<file path="config.mk">
export PLATFORM = sky130hd
export DESIGN_NAME = stream_burst_tx_flat
export DESIGN_NICKNAME = d
export VERILOG_FILES = /design/src/rtl/stream_burst_tx_if.sv /design/src/rtl/stream_burst_tx.sv /design/src/flat_wrapper.sv
export SDC_FILE = /design/constraint.sdc
export NUM_CORES = 1
export LEC_CHECK = 0
export ABC_AREA = 1
export ABC_CLOCK_PERIOD_IN_PS = 2200
export CAP_MARGIN = 20
export CORE_ASPECT_RATIO = 0.8
export CORE_UTILIZATION = 52
export DETAILED_ROUTE_END_ITERATION = 10
export PLACE_DENSITY = 0.93
export SLEW_MARGIN = 20
export SYNTH_ARGS = -nofsm -noshare
export SYNTH_HDL_FRONTEND = slang
export SYNTH_SLANG_ARGS = --single-unit
</file>
<file path="constraint.sdc">
create_clock -name clk_i -period 2.2 [get_ports clk_i]
set_clock_uncertainty 0.1 [all_clocks]
set_input_delay 0.22 -clock clk_i [delete_from_list [all_inputs] [get_ports clk_i]]
set_output_delay 0.22 -clock clk_i [all_outputs]
set_load 0.02 [all_outputs]
</file>
<file path="src/rtl/stream_burst_tx_if.sv">
// Valid/ready bundle between a burst transmitter and its command source / stream sink.
// master = the transmitter side, slave = the environment (command issuer and downstream sink).
interface stream_burst_tx_if #(
  parameter int DataWidth = 16,
  parameter int LenWidth  = 8
);
  logic [DataWidth-1:0] cmd_start_i;
  logic [LenWidth-1:0]  cmd_len_i;
  logic                 cmd_val_i;
  logic                 cmd_rdy_o;
  logic [DataWidth-1:0] dout_o;
  logic                 dout_val_o;
  logic                 dout_rdy_i;
  logic                 dout_last_o;

  modport master (
    input  cmd_start_i, cmd_len_i, cmd_val_i, dout_rdy_i,
    output cmd_rdy_o, dout_o, dout_val_o, dout_last_o
  );

  modport slave (
    output cmd_start_i, cmd_len_i, cmd_val_i, dout_rdy_i,
    input  cmd_rdy_o, dout_o, dout_val_o, dout_last_o
  );
endinterface

</file>
<file path="src/rtl/stream_burst_tx.sv">
// Command-driven burst transmitter: one (start, len) command becomes len beats on a valid/ready stream.
// Define STREAM_BURST_TX_LFSR_EN to step beats with a Galois LFSR instead of incrementing.
module stream_burst_tx #(
  parameter int                   DataWidth = 16,
  parameter int                   LenWidth  = 8,
  parameter logic [DataWidth-1:0] LfsrTaps  = 16'hB400
) (
  input  logic                     clk_i,
  input  logic                     rst_i,
  stream_burst_tx_if.master        bus,
  output logic                     busy_o,
  output logic                     done_o
);

  typedef enum logic [1:0] {
    IDLE = 2'd0,
    SEND = 2'd1,
    DONE = 2'd2
  } state_t;

  state_t               r_state;
  state_t               w_next_state;
  logic [DataWidth-1:0] r_value;
  logic [LenWidth-1:0]  r_remaining;
  logic [DataWidth-1:0] w_seed;
  logic [DataWidth-1:0] w_value_next;
  logic                 w_cmd_hs;
  logic                 w_beat_hs;
  logic                 w_last;

`ifdef STREAM_BURST_TX_LFSR_EN
  // An all-zero seed would lock the LFSR, so it is promoted to 1.
  assign w_seed       = (bus.cmd_start_i == '0) ? DataWidth'(1) : bus.cmd_start_i;
  assign w_value_next = (r_value >> 1) ^ (r_value[0] ? LfsrTaps : '0);
`else
  logic w_unused_taps;
  assign w_unused_taps = ^LfsrTaps;
  assign w_seed        = bus.cmd_start_i;
  assign w_value_next  = r_value + DataWidth'(1);
`endif

  assign bus.cmd_rdy_o = (r_state == IDLE) && !rst_i;
  assign w_cmd_hs      = bus.cmd_val_i && bus.cmd_rdy_o;
  assign w_beat_hs     = (r_state == SEND) && bus.dout_rdy_i;
  assign w_last        = (r_remaining == LenWidth'(1));

  // Outputs decode only from registered state, never from the incoming valid/ready.
  assign bus.dout_val_o  = (r_state == SEND);
  assign bus.dout_o      = (r_state == SEND) ? r_value : '0;
  assign bus.dout_last_o = (r_state == SEND) && w_last;
  assign busy_o          = (r_state != IDLE);
  assign done_o          = (r_state == DONE);

  always_ff @(posedge clk_i) begin
    if (rst_i) begin
      r_state <= IDLE;
    end else begin
      r_state <= w_next_state;
    end
  end

  always_comb begin
    w_next_state = r_state;
    unique case (r_state)
      IDLE: begin
        if (w_cmd_hs) begin
          w_next_state = (bus.cmd_len_i != '0) ? SEND : DONE;
        end
      end
      SEND: begin
        if (w_beat_hs && w_last) begin
          w_next_state = DONE;
        end
      end
      DONE:    w_next_state = IDLE;
      default: w_next_state = IDLE;
    endcase
  end

  always_ff @(posedge clk_i) begin
    if (rst_i) begin
      r_value     <= '0;
      r_remaining <= '0;
    end else if (w_cmd_hs) begin
      r_value     <= w_seed;
      r_remaining <= bus.cmd_len_i;
    end else if (w_beat_hs) begin
      r_value     <= w_value_next;
      r_remaining <= r_remaining - LenWidth'(1);
    end
  end

endmodule

</file>
<file path="src/flat_wrapper.sv">
// flat-port wrapper written by rule: the top's interface ports become plain ports
module stream_burst_tx_flat 
#(
  parameter int                   DataWidth = 16,
  parameter int                   LenWidth  = 8,
  parameter logic [DataWidth-1:0] LfsrTaps  = 16'hB400
)
  (clk_i, rst_i, busy_o, done_o, bus_cmd_start_i, bus_cmd_len_i, bus_cmd_val_i, bus_dout_rdy_i, bus_cmd_rdy_o, bus_dout_o, bus_dout_val_o, bus_dout_last_o);
  stream_burst_tx_if #(.DataWidth(DataWidth), .LenWidth(LenWidth)) bus_i ();
  input  logic clk_i;
  input  logic rst_i;
  output logic busy_o;
  output logic done_o;
  input wire logic [$bits(bus_i.cmd_start_i)-1:0] bus_cmd_start_i;
  input wire logic [$bits(bus_i.cmd_len_i)-1:0] bus_cmd_len_i;
  input wire logic [$bits(bus_i.cmd_val_i)-1:0] bus_cmd_val_i;
  input wire logic [$bits(bus_i.dout_rdy_i)-1:0] bus_dout_rdy_i;
  output wire logic [$bits(bus_i.cmd_rdy_o)-1:0] bus_cmd_rdy_o;
  output wire logic [$bits(bus_i.dout_o)-1:0] bus_dout_o;
  output wire logic [$bits(bus_i.dout_val_o)-1:0] bus_dout_val_o;
  output wire logic [$bits(bus_i.dout_last_o)-1:0] bus_dout_last_o;
  assign bus_i.cmd_start_i = bus_cmd_start_i;
  assign bus_i.cmd_len_i = bus_cmd_len_i;
  assign bus_i.cmd_val_i = bus_cmd_val_i;
  assign bus_i.dout_rdy_i = bus_dout_rdy_i;
  assign bus_cmd_rdy_o = bus_i.cmd_rdy_o;
  assign bus_dout_o = bus_i.dout_o;
  assign bus_dout_val_o = bus_i.dout_val_o;
  assign bus_dout_last_o = bus_i.dout_last_o;
  stream_burst_tx #(.DataWidth(DataWidth), .LenWidth(LenWidth), .LfsrTaps(LfsrTaps)) u_core (.clk_i(clk_i), .rst_i(rst_i), .bus(bus_i), .busy_o(busy_o), .done_o(done_o));
endmodule
</file>
==> reports/summary.txt <==
Layout fillers: 287
P_int: 818 uW
Hold EP: u_core.r_value[10]$_SDFFE_PP0P_
total CTS buffers: 3
Place WS: 0.183 ns
initial antenna violation count: 0
First-pass DRT Iterations: 5
post-synth top area cell: dfxtp_1
Die Span X: 67.9 um
syn nets: 321
Max-slew headroom: 73.7%
setup slack, reg-to-reg: 0.50 ns
via count: 2003
share of the synthesized area in the top cell type: 28.8%
switch share: 32.9%
area grow syn2layout: 30.2%
CP Capture Type: output pin
Synth Area in Compound Gates: 16.3%
Async S/R FF share, synth: 0%
Post-Synthesis Cells: 290
most common flop cell mapped by yosys: dfxtp_1
Area contributors post-synth: dfxtp_1 29%, nand2_1 14%, nor2_1 9.6%
Flop pwr share: 44.6%
final worst slack: 0.253 ns
first-pass GRT wire length: 7730 um
fraction of layout cells with a size suffix above 1: 11.0%
Reg2Reg Launch Point: u_core.r_state[0]$_SDFFE_PP0P_
post-route setup TNS: 0 ns
Synth Area in XOR/XNOR: 2.91%
# nets final: 368
EDFF count, synth: 0
Worst-path clk slew: 0.09 ns
combinational share of power: 29.5%
Boundary Pins: 49
reg2reg end: u_core.r_value[11]$_SDFFE_PP0P_
# port buffers: 48
vias in the first global route: 1757
Final Hold Fails: 0
CTS tree: yes
endpoints failing setup: 0
Tot GR Track Use: 28.1%
Core ar.: 3200 sq um
Seq/Total Area, Yosys: 28.8%
switching power: 401 uW
Post-Synth Simple-Gate Area: 36.6%
post-CTS sizing: 0
ANT cells: 0
clk_lat worst skew: 0.27 ns
largest net degree at the start of global routing: 22
fin crit period: 1.95 ns
DP HPWL: 3600 um
Clk pwr share: 25.9%
antenna-violating nets left: 0
FP Rows: 18
crit-path max FO: 19
crit start category: flop
Max Buffers Root-to-Sink: 2
# Post-CTS Setup Buffers: 0
post-synthesis adder-cell area fraction: 2.08%
Hold-fix buffers, CTS: 0
Mean Syn Cell Area: 6.23 sq um
DR DRC count: 0
initial DRC count: 133
hold-critical path depth: 3
Leakage Power: 0.931 nW
Max Freq: 514 MHz
largest family of logic cells by synthesized area: simple AND/OR/NAND/NOR gates
per-cell routed wire length: 13.0 um
pwr/cell area: 518 nW/um^2
# Max-Cap Violations: 0
Slew Viols, Final: 0
CP required: 1.88 ns
Worst Path Arrival: 1.63 ns
hold_sp: bus_cmd_start_i[10]
Synthesis Warnings: 0
Yosys cell types: 30
final worst path period share: 88.5%
maximum vdd drop: 0.273 mV
CP Class: flop to output pin
worst reg2reg path depth: 7
die span in y: 54.7 um
initial core utilization: 56.5%
Max H-tree Level: 1
total wire length: 4890 um
vias per cell: 5.33
post-synthesis mux area share: 0%
grt total ovfl: 0
Worst-Margin Slew: 0.394 ns
Hold Path Class: input port to flop
run status: completed
RSZ-0062 raised after global routing: no
CTS Sinks: 26
FF+latch count, synth: 26
RD Place Congestion: 0.954
die area: 3720 sq um
CTS root buffer: clkbuf_8
Mapped Area: 1810 sq um
through the flow:
stage	area [sq um]	util, %	power, mW	hold WS [ns]	cells
final	2350	73.6	1.22	0.419	376
after global routing	2350	73.6	1.28	0.442	376
after CTS	2350	73.5	1.21	0.411	376
after detailed placement	2290	71.8	0.905	0.393	372
after global placement	2290	71.8	0.894	0.383	372
after floorplan	1810	-	0.782	0.285	290
Yosys cell counts (all sizes together) (3+ instances only):
library cell and count:
xor2 6, inv 44, o21ai 25, nor2 50
a31oi 6, ha 3, nand2 71, buf 8
nand3 22, dfxtp 26, a21oi 15, nand4 5
sequential cells by signal, indices dropped and copies added (netlist names):
name                cells
u_core.r_remaining      8
u_core.r_state          2
u_core.r_value         16
worst max path at each step:
stage / start / end / slack [ns]
floorplan: u_core.r_value[0]$_SDFFE_PP0P_ / u_core.r_value[12]$_SDFFE_PP0P_ / 0.82
global placement: rst_i / u_core.r_value[15]$_SDFFE_PP0P_ / 0.33
detailed placement: rst_i / u_core.r_value[11]$_SDFFE_PP0P_ / 0.18
CTS: u_core.r_remaining[3]$_SDFFE_PP0P_ / bus_dout_last_o / 0.05
global route: u_core.r_state[0]$_SDFFE_PP0P_ / bus_dout_o[8] / 0.16
finish: u_core.r_state[0]$_SDFFE_PP0P_ / bus_dout_o[8] / 0.25
power groups by stage:
stage	Sequential [mW]	Clock, mW	Combinational [mW]
after detailed placement	0.553	0	0.353
after floorplan	0.544	0	0.238
after CTS	0.542	0.318	0.355
after global routing	0.548	0.332	0.398
after global placement	0.551	0	0.344
final	0.544	0.316	0.360
layout by cell type, fill, tap and decap left out, drive strengths merged:
cell           Yosys  final
a21oi             15     15
a31oi              6      6
buf                8      4
clkbuf             2      4
clkdlybuf4s50      0     47
dfxtp             26     26
dlymetal6s2s       0      1
ha                 3      3
inv               44     44
nand2             71     71
nand3             22     22
nand3b             2      2
nand4              5      5
nor2              50     50
nor2b              1      1
nor3               1      1
o211ai             2      2
o21ai             25     25
o31ai              1      1
xor2               6      6
layout make-up:
class | instances | area [sq um] | share of cell area (%)
Clock buffer | 4 | 55.1 | 2.34
Inverter | 44 | 168 | 7.12
Multi-Input combinational cell | 210 | 1050 | 44.5
Sequential cell | 26 | 520 | 22.1
Tap cell | 40 | 50.0 | 2.13
Timing Repair Buffer | 52 | 513 | 21.8
worst max-delay path, cell delays in order, from the launching register on:
cell and delay, ns:
dfxtp_1 0.42, nand2_4 0.17, nor2_1 0.14, clkdlybuf4s50_1 0.62
routing by layer:
metal / vias up / share of wire (%) / global-route usage, %
met5: - / 0 / 0
met4: 0 / 1.3 / 9.72
met3: 8 / 8.4 / 5.21
met2: 91 / 44 / 46.1
met1: 894 / 46 / 36.9
li1: 1010 / - / -
logic make-up after synthesis:
group                      Yosys count
and+or+nand+nor                    152
xor gates and xnor gates             6
AOI/OAI and AO/OA                   49
buffers and inverters               54
adders and majority gates            3
DFF                                 26
No activity file was read; power rests on OpenSTA's default activity.
